`config.mk`:
```
export PLATFORM = sky130hd
export DESIGN_NAME = alu_result_buffer
export DESIGN_NICKNAME = d
export VERILOG_FILES = /design/src/rtl/alu_result_buffer.sv
export SDC_FILE = /design/constraint.sdc
export NUM_CORES = 1
export LEC_CHECK = 0
export ABC_AREA = 0
export CELL_PAD_IN_SITES_DETAIL_PLACEMENT = 1
export CELL_PAD_IN_SITES_GLOBAL_PLACEMENT = 1
export CORE_UTILIZATION = 31
export CTS_CLUSTER_DIAMETER = 150
export DETAILED_ROUTE_END_ITERATION = 8
export GPL_ROUTABILITY_DRIVEN = 0
export PLACE_DENSITY_LB_ADDON = 0.3
export RECOVER_POWER = 100
export SETUP_SLACK_MARGIN = 0.5
export SKIP_CTS_REPAIR_TIMING = 1
export SLEW_MARGIN = 0
export SYNTH_ARGS = -nofsm -noshare
export SYNTH_HDL_FRONTEND = slang
export SYNTH_SLANG_ARGS = --single-unit
```
`constraint.sdc`:
```
create_clock -name clk -period 1.74 [get_ports clk]
set_input_delay 0.348 -clock clk [delete_from_list [all_inputs] [get_ports clk]]
set_output_delay 0.348 -clock clk [all_outputs]
set_load 0.01 [all_outputs]
```
`src/rtl/alu_result_buffer.sv`:
```
// -----------------------------------------------------------------------------
// alu_result_buffer
//   Two-entry in-order FIFO between the ALU stage and the writeback stage.
//   A push takes one cycle to reach the head (no bypass). InReady depends
//   only on registered occupancy, so there is no combinational path from
//   OutReady to InReady. flush drops every buffered entry and takes
//   priority over any push or pop in the same cycle.
//
//   Optional feature macro: ALUBUF_FLAGS_EN
//     When defined, {Z,N,V,C} flags are stored with each entry and forwarded.
//     When undefined, the Flags/OutFlags ports and their storage are absent.
//
//   Ports
//     clk          clock, rising edge
//     reset_n      asynchronous active-low reset
//     flush        synchronous discard of all entries
//     InValid      upstream offers an entry
//     InReady      buffer can accept an entry (registered)
//     Result       ALU result            [WIDTH]
//     Rd           destination register  [RD_W]
//     RegWrite     writeback enable
//     Flags        {Z,N,V,C}             (ALUBUF_FLAGS_EN only)
//     OutValid     head entry valid
//     OutReady     writeback consumes the head entry
//     OutResult    head result           [WIDTH]
//     OutRd        head register index   [RD_W]
//     OutRegWrite  head writeback enable
//     OutFlags     head flags            (ALUBUF_FLAGS_EN only)
//     Count        occupied entries 0..2
// -----------------------------------------------------------------------------
module alu_result_buffer #(
  parameter int WIDTH = 32,
  parameter int RD_W  = 5
) (
  input  logic             clk,
  input  logic             reset_n,
  input  logic             flush,
  input  logic             InValid,
  output logic             InReady,
  input  logic [WIDTH-1:0] Result,
  input  logic [RD_W-1:0]  Rd,
  input  logic             RegWrite,
`ifdef ALUBUF_FLAGS_EN
  input  logic [3:0]       Flags,
  output logic [3:0]       OutFlags,
`endif
  output logic             OutValid,
  input  logic             OutReady,
  output logic [WIDTH-1:0] OutResult,
  output logic [RD_W-1:0]  OutRd,
  output logic             OutRegWrite,
  output logic [1:0]       Count
);

  // Occupancy and 1-bit wrap-around pointers.
  logic [1:0] count_r;
  logic       wr_ptr_r;
  logic       rd_ptr_r;
  logic       in_ready_r;
  logic       out_valid_r;

  logic [1:0] count_nxt_s;
  logic       wr_ptr_nxt_s;
  logic       rd_ptr_nxt_s;
  logic       push_s;
  logic       pop_s;

  // Entry storage.
  logic [WIDTH-1:0] result_mem_r   [2];
  logic [RD_W-1:0]  rd_mem_r       [2];
  logic             regwrite_mem_r [2];
`ifdef ALUBUF_FLAGS_EN
  logic [3:0]       flags_mem_r    [2];
`endif

  assign push_s = InValid && in_ready_r;
  assign pop_s  = out_valid_r && OutReady;

  // Next occupancy and pointers; flush overrides push and pop.
  always_comb begin
    count_nxt_s  = count_r;
    wr_ptr_nxt_s = wr_ptr_r;
    rd_ptr_nxt_s = rd_ptr_r;
    if (flush) begin
      count_nxt_s  = 2'd0;
      wr_ptr_nxt_s = 1'b0;
      rd_ptr_nxt_s = 1'b0;
    end else begin
      if (push_s) begin
        wr_ptr_nxt_s = ~wr_ptr_r;
      end else begin
        wr_ptr_nxt_s = wr_ptr_r;
      end
      if (pop_s) begin
        rd_ptr_nxt_s = ~rd_ptr_r;
      end else begin
        rd_ptr_nxt_s = rd_ptr_r;
      end
      case ({push_s, pop_s})
        2'b10:   count_nxt_s = count_r + 2'd1;
        2'b01:   count_nxt_s = count_r - 2'd1;
        default: count_nxt_s = count_r;
      endcase
    end
  end

  // Control state; InReady/OutValid are registered from the next occupancy.
  always_ff @(posedge clk or negedge reset_n) begin
    if (!reset_n) begin
      count_r     <= 2'd0;
      wr_ptr_r    <= 1'b0;
      rd_ptr_r    <= 1'b0;
      in_ready_r  <= 1'b1;
      out_valid_r <= 1'b0;
    end else begin
      count_r     <= count_nxt_s;
      wr_ptr_r    <= wr_ptr_nxt_s;
      rd_ptr_r    <= rd_ptr_nxt_s;
      in_ready_r  <= (count_nxt_s != 2'd2);
      out_valid_r <= (count_nxt_s != 2'd0);
    end
  end

  // Entry write; the write pointer only ever addresses a free slot, so the
  // head is never overwritten.
  always_ff @(posedge clk or negedge reset_n) begin
    if (!reset_n) begin
      for (int i = 0; i < 2; i++) begin
        result_mem_r[i]   <= '0;
        rd_mem_r[i]       <= '0;
        regwrite_mem_r[i] <= 1'b0;
`ifdef ALUBUF_FLAGS_EN
        flags_mem_r[i]    <= 4'd0;
`endif
      end
    end else if (push_s && !flush) begin
      result_mem_r[wr_ptr_r]   <= Result;
      rd_mem_r[wr_ptr_r]       <= Rd;
      regwrite_mem_r[wr_ptr_r] <= RegWrite;
`ifdef ALUBUF_FLAGS_EN
      flags_mem_r[wr_ptr_r]    <= Flags;
`endif
    end
  end

  // Head read-out from registered state; forced to zero when empty.
  always_comb begin
    OutResult   = '0;
    OutRd       = '0;
    OutRegWrite = 1'b0;
`ifdef ALUBUF_FLAGS_EN
    OutFlags    = 4'd0;
`endif
    if (out_valid_r) begin
      OutResult   = result_mem_r[rd_ptr_r];
      OutRd       = rd_mem_r[rd_ptr_r];
      OutRegWrite = regwrite_mem_r[rd_ptr_r];
`ifdef ALUBUF_FLAGS_EN
      OutFlags    = flags_mem_r[rd_ptr_r];
`endif
    end else begin
      OutResult   = '0;
      OutRd       = '0;
      OutRegWrite = 1'b0;
`ifdef ALUBUF_FLAGS_EN
      OutFlags    = 4'd0;
`endif
    end
  end

  assign InReady  = in_ready_r;
  assign OutValid = out_valid_r;
  assign Count    = count_r;

endmodule
```
==> results of run 1 <==
-- worst min-delay path by stage --
| stage | from | end | cells after the start | slack (ns) |
|---|---|---|---|---|
| after floorplan | reset_n | Count[0]$_DFF_PN0_ | 0 | 0.05 |
| after global placement | reset_n | result_mem_r[42]$_DFFE_PN0P_ | 1 | 0.38 |
| after detailed placement | reset_n | result_mem_r[42]$_DFFE_PN0P_ | 1 | 0.39 |
| after CTS | reset_n | result_mem_r[42]$_DFFE_PN0P_ | 1 | 0.03 |
| after global routing | reset_n | result_mem_r[8]$_DFFE_PN0P_ | 1 | 0.29 |
| final | reset_n | result_mem_r[42]$_DFFE_PN0P_ | 1 | 0.20 |
-- layout by cell type, fill, tap and decap left out, types with 3 or more instances in the layout --
cell type / instances
mux2i_2: 3
clkbuf_16: 14
mux2i_4: 11
buf_6: 30
dfrtp_1: 77
buf_4: 15
dfrtp_2: 4
nor2b_4: 12
buf_8: 4
nor2b_1: 26
nor2b_2: 3
clkdlybuf4s50_1: 39
mux2_4: 65
buf_12: 6
clkbuf_2: 5
mux2i_1: 24
mux2_2: 11
dlymetal6s2s_1: 10
clkbuf_1: 5
buf_2: 19
-- critical path, delay by kind of cell, from the launching register on --
kind | cells | cell delay [ns]
adder cells (fa/ha/maj) | 1 | 0.17
AO/OA/AOI/OAI | 1 | 0.17
flip-flops | 1 | 0.57
XOR/XNOR | 1 | 0.13
buffers and inverters | 2 | 0.35
AND/OR/NAND/NOR | 2 | 0.41
-- sequential cells by signal (all words and copies together) (netlist names) --
signal	cells
regwrite_mem_r	2
wr_ptr_r	1
rd_ptr_r	1
result_mem_r	64
OutValid	1
rd_mem_r	10
InReady	1
Count	2
-- routing by layer --
layer | part of all wire | wire (um) | track usage
met3 | 0.042 | 472 | 0.0392
met2 | 0.48 | 5390 | 0.225
met4 | 0.0090 | 100 | 0.0385
met5 | 0 | 0 | 0
met1 | 0.46 | 5160 | 0.197
-- through the flow --
stage               std cells   util
CTS                       545  0.439
finish                    583  0.489
detailed placement        529  0.416
global placement          529  0.416
floorplan                 273      -
global route              583  0.489
-- power groups by stage --
stage / sequential [mW] / clock [mW] / combinational, mW
after floorplan: 2.94 / 0 / 1.73
after global placement: 3.02 / 0 / 2.46
after detailed placement: 3.07 / 0 / 2.52
after CTS: 3.05 / 1.89 / 2.53
after global routing: 3.23 / 2.00 / 3.24
final: 3.16 / 1.88 / 3.00
-- cell type report --
class | count | area (um2)
Fill cell | 1268 | 6450
Multi-Input combinational cell | 173 | 2180
Sequential cell | 82 | 2060
Timing Repair Buffer | 139 | 1430
Clock buffer | 11 | 233
Tap cell | 172 | 215
Clock inverter | 5 | 55.1
Inverter | 1 | 3.75
-- cells by family after synthesis --
group           synth area share
compound gates           0.00625
xor+xnor                 0.00875
fa+ha+maj                0.00312
buf+inv                   0.0397
flops                      0.513
mux                        0.346
simple gates              0.0834
==> flow_summary.json, run 1 <==
{
  "run_status": "finished with violations",
  "violations": "setup timing",
  "synth_cell_type_count": 28,
  "fin_ws_ns": -0.152,
  "htreeDepth": 3,
  "power.switching_mw": 2.37,
  "crit_arrival_ns": 2.14,
  "antenna_found_initial": 0,
  "row_count": 41,
  "route.vias.total": 2660,
  "p_sw_frac": 0.295,
  "combPwrFrac": 0.374,
  "yosysWarnings": 0,
  "port-buffer-count": 84,
  "synth_commonest_cells": "dfrtp_1 (81), nor2b_1 (41), mux2_4 (40)",
  "root_buffer": "clkbuf_16",
  "path_cells": "clkbuf_2 -> nand2_8 -> buf_4 -> ha_4 -> xnor2_1 -> or3_1 -> a21oi_1",
  "clk_pin_slew_ns": 0.06,
  "vdd_drop_max_mv": 0.706,
  "post_drt_wl_per_cell_um": 19.1,
  "reg2reg_slack_ns": -0.15,
  "p_leak_nw": 2.86,
  "final-hold-violation-count": 0,
  "dp_slack_ns": -0.240,
  "layout-drive-gt1-share": 0.533,
  "die_x_um": 116,
  "synth_area_mm2": 0.00401,
  "initial_core_util": 0.317,
  "cts_max_path_buffers": 2,
  "placed_area_mm2": 0.00525,
  "setup_viol": 74,
  "drv_cap": 0,
  "path_class": "flop to flop",
  "cp-endpoint": "Count[1]$_DFF_PN0_",
  "stdcell_area_mm2": 0.00617,
  "reg2reg_to": "Count[1]$_DFF_PN0_",
  "ys_ff_latch": 82,
  "grt_pass1_vias": 2722,
  "powerDensity_mw_per_mm2": 1300,
  "timing.rr.start": "InReady$_DFF_PN1_",
  "core_area_mm2": 0.0126,
  "async_flop_share": 1.00,
  "fmax_ghz": 0.529,
  "yosys.area.top_type": "dfrtp_1",
  "startpoint_type": "flop",
  "cts_inserted_buffers": 9,
  "grt_first_pass_wirelength_mm": 14.6,
  "p_clk_frac": 0.234,
  "whs_ns": 0.203,
  "diodes": 0,
  "yosysMostFrequentCell": "dfrtp_1",
  "required_ns": 1.99,
  "fin_crit_sh": 1.09,
  "via_per_inst": 4.56,
  "grt_max_degree": 42,
  "die_h_um": 116,
  "timing.setup.tns_ns": -5.85,
  "dp_hpwl_mm": 6.21,
  "min_path_type": "input port to asynchronous set/reset pin",
  "end_kind": "flop",
  "finClkSkew_ns": 0.00541,
  "synth_area_leaders": "dfrtp_1 (51%), mux2_4 (15%), mux2_2 (10%)",
  "fin_crit_ns": 1.89,
  "antenna_left": 0,
  "first_pass_iters": 4,
  "die_area_mm2": 0.0134,
  "maxSlewViolCount": 0,
  "r2r_cells": 7,
  "ys_seq_area_frac": 0.513,
  "overflow": 0,
  "ys.flop_type": "dfrtp_1",
  "synthCells": 273,
  "cts_tree": "yes",
  "synth_edf_count": 0,
  "routed_wl_mm": 11.1,
  "clk_latency_ns": 0.33,
  "cts.sinks": 82,
  "synth.net_count": 317,
  "slowest_stage": "dfstp_1",
  "slew_headroom": 0.280,
  "drt_iter0_drc": 95,
  "max_stage_delay_ns": 0.57,
  "synth.avg_cell_area_um2": 14.7,
  "grt.total_usage": 0.144,
  "intPower_mw": 5.66,
  "pin_count": 85,
  "fin_nets": 450,
  "path_max_fanout": 3,
  "seqPwrFrac": 0.393,
  "rsz0062_at_grt": "yes",
  "drc": 0,
  "setup.worst_path.start": "InReady$_DFF_PN1_",
  "total_power_mw": 8.04,
  "tightestPinTransition_ns": 1.08,
  "yosysTopAreaCellShare": 0.506,
  "area_delta_synth_final_pct": 54.1
}
Note: power is estimated with default switching activity, not from simulation.
==> run 2, diff against run 1 <==
- CORE_UTILIZATION: 31 -> 26
==> run 2 against run 1 <==
Compared with the run above:
- highest routed layer unchanged
- die area increased by 19%
- setup slack worse by 0.19 ns
- first-iteration DRC count shrank 9.5%
- the run still ends with setup timing left
==> flow_summary.json, run 2 (synthesis gave the netlist of run 1 again) <==
{
  "run_status": "finished with violations",
  "violations": "setup timing",
  "diodes": 0,
  "path_cells": "buf_12 -> buf_6 -> clkbuf_16 -> mux2i_1 -> nor2b_1 -> buf_2",
  "top_register": "result_mem_r",
  "stdcell_area_mm2": 0.00591,
  "r2r_cells": 5,
  "cts.sinks": 82,
  "drt_iter0_drc": 86,
  "hold_path_end": "wr_ptr_r$_DFFE_PN0P_",
  "die_h_um": 126,
  "reg2reg_slack_ns": -0.11,
  "min_from": "flush",
  "fmax_ghz": 0.481,
  "cts_max_path_buffers": 2,
  "timing.rr.start": "InReady$_DFF_PN1_",
  "row_count": 44,
  "largest_reg_flops": 64,
  "overflow": 0,
  "grt_first_pass_wirelength_mm": 14.9,
  "cts_inserted_buffers": 9,
  "clk_latency_ns": 0.34,
  "die_x_um": 126,
  "area_delta_synth_final_pct": 47.6,
  "grt.total_usage": 0.123,
  "setup_viol": 76,
  "fin_crit_sh": 1.19,
  "cts_tree": "yes",
  "crit_arrival_ns": 1.73,
  "worst-path-buf-inv": 4,
  "n_fill_cell": 1543,
  "maxSlewViolCount": 0,
  "timing.setup.tns_ns": -10.38,
  "port-buffer-count": 84,
  "dp_hpwl_mm": 6.21,
  "vdd_drop_max_mv": 0.551,
  "reg_top3": "result_mem_r (64), rd_mem_r (10)",
  "worstHoldPathCells": 3,
  "fin_ws_ns": -0.339,
  "pin_count": 85,
  "path_delay_family": "buffers and inverters",
  "end_kind": "output port",
  "powerDensity_mw_per_mm2": 1350,
  "die_area_mm2": 0.0159,
  "slew_headroom": 0.515,
  "startpoint_type": "flop",
  "tightestPinTransition_ns": 0.727,
  "path_max_fanout": 6,
  "route.vias.total": 2600,
  "fin_util": 0.401,
  "slowest_stage": "dfrtp_4",
  "root_buffer": "clkbuf_16",
  "htreeDepth": 3,
  "p_leak_nw": 2.65,
  "required_ns": 1.39,
  "antenna_found_initial": 0,
  "layout-drive-gt1-share": 0.497,
  "via_per_inst": 4.48,
  "finClkSkew_ns": 0.00623,
  "first_pass_iters": 4,
  "path_class": "flop to output port",
  "rsz0062_at_grt": "yes",
  "grt_max_degree": 32,
  "grt_pass1_vias": 2790,
  "post_drt_wl_per_cell_um": 17.7,
  "routed_wl_mm": 10.3,
  "dp_slack_ns": -0.255,
  "final-hold-violation-count": 0,
  "drv_cap": 0,
  "antenna_left": 0,
  "placed_area_mm2": 0.00530,
  "clk_pin_slew_ns": 0.06,
  "core_area_mm2": 0.0148,
  "initial_core_util": 0.271,
  "fin_crit_ns": 2.08,
  "max_stage_delay_ns": 0.50,
  "mostFrequentLayoutCell": "dfrtp_1",
  "fin_nets": 435,
  "final_cell_mix": "dfrtp_1 (79), mux2_4 (55), clkdlybuf4s50_1 (40)",
  "min_path_type": "input port to flop",
  "drc": 0,
  "reg2reg_to": "rd_mem_r[8]$_DFFE_PN0P_"
}
run 2: per-layer routing:
| layer | up-vias | track usage | routed length [um] |
|---|---|---|---|
| li1 | 1184 | - | - |
| met1 | 1342 | 0.167 | 5010 |
| met2 | 61 | 0.186 | 4710 |
| met3 | 13 | 0.0323 | 432 |
| met4 | 0 | 0.0468 | 128 |
| met5 | - | 0 | 0 |
run 2: stage by stage:
stage | hold WS [ns] | total power, mW | instances
global placement | 0.297 | 5.50 | 541
detailed placement | 0.300 | 5.59 | 541
global route | 0.390 | 8.43 | 580
finish | 0.371 | 7.98 | 580
floorplan | 0.0524 | 4.67 | 273
CTS | -0.0680 | 7.83 | 557
run 2: report_power, final:
group          internal [mW]  leakage, nW  total, mW  switching, mW
sequential              2.61        0.974       3.09          0.488
clock                   1.40        0.169       2.18          0.779
combinational           1.74         1.51       2.71          0.963
total                   5.75         2.65       7.98           2.23
run 2: how the worst max path moves through the flow:
stage,from,slack [ns],endpoint,cells past startpoint
CTS,rd_ptr_r$_DFFE_PN0P_,-0.50,OutResult[28],4
global route,rd_ptr_r$_DFFE_PN0P_,-0.36,OutResult[0],6
finish,rd_ptr_r$_DFFE_PN0P_,-0.34,OutResult[28],6
detailed placement,InValid,-0.25,result_mem_r[44]$_DFFE_PN0P_,5
global placement,InValid,-0.24,result_mem_r[46]$_DFFE_PN0P_,5
floorplan,InReady$_DFF_PN1_,0.20,rd_mem_r[5]$_DFFE_PN0P_,5
run 2: area by class of cell:
type | instances | area (um2) | area share
inverters | 1 | 3.75 | 0.000635
flip-flops and latches | 82 | 2060 | 0.348
well taps | 184 | 230 | 0.0389
clock buffers | 9 | 225 | 0.0381
multi-input cells | 173 | 2070 | 0.350
clock inverters | 7 | 118 | 0.0199
repair buffers | 124 | 1210 | 0.205
run 2: worst min-delay path: cells and delay by family:
kind                   cells  cell delay (ns)
buffers and inverters      2             0.28
and+or+nand+nor            1             0.05
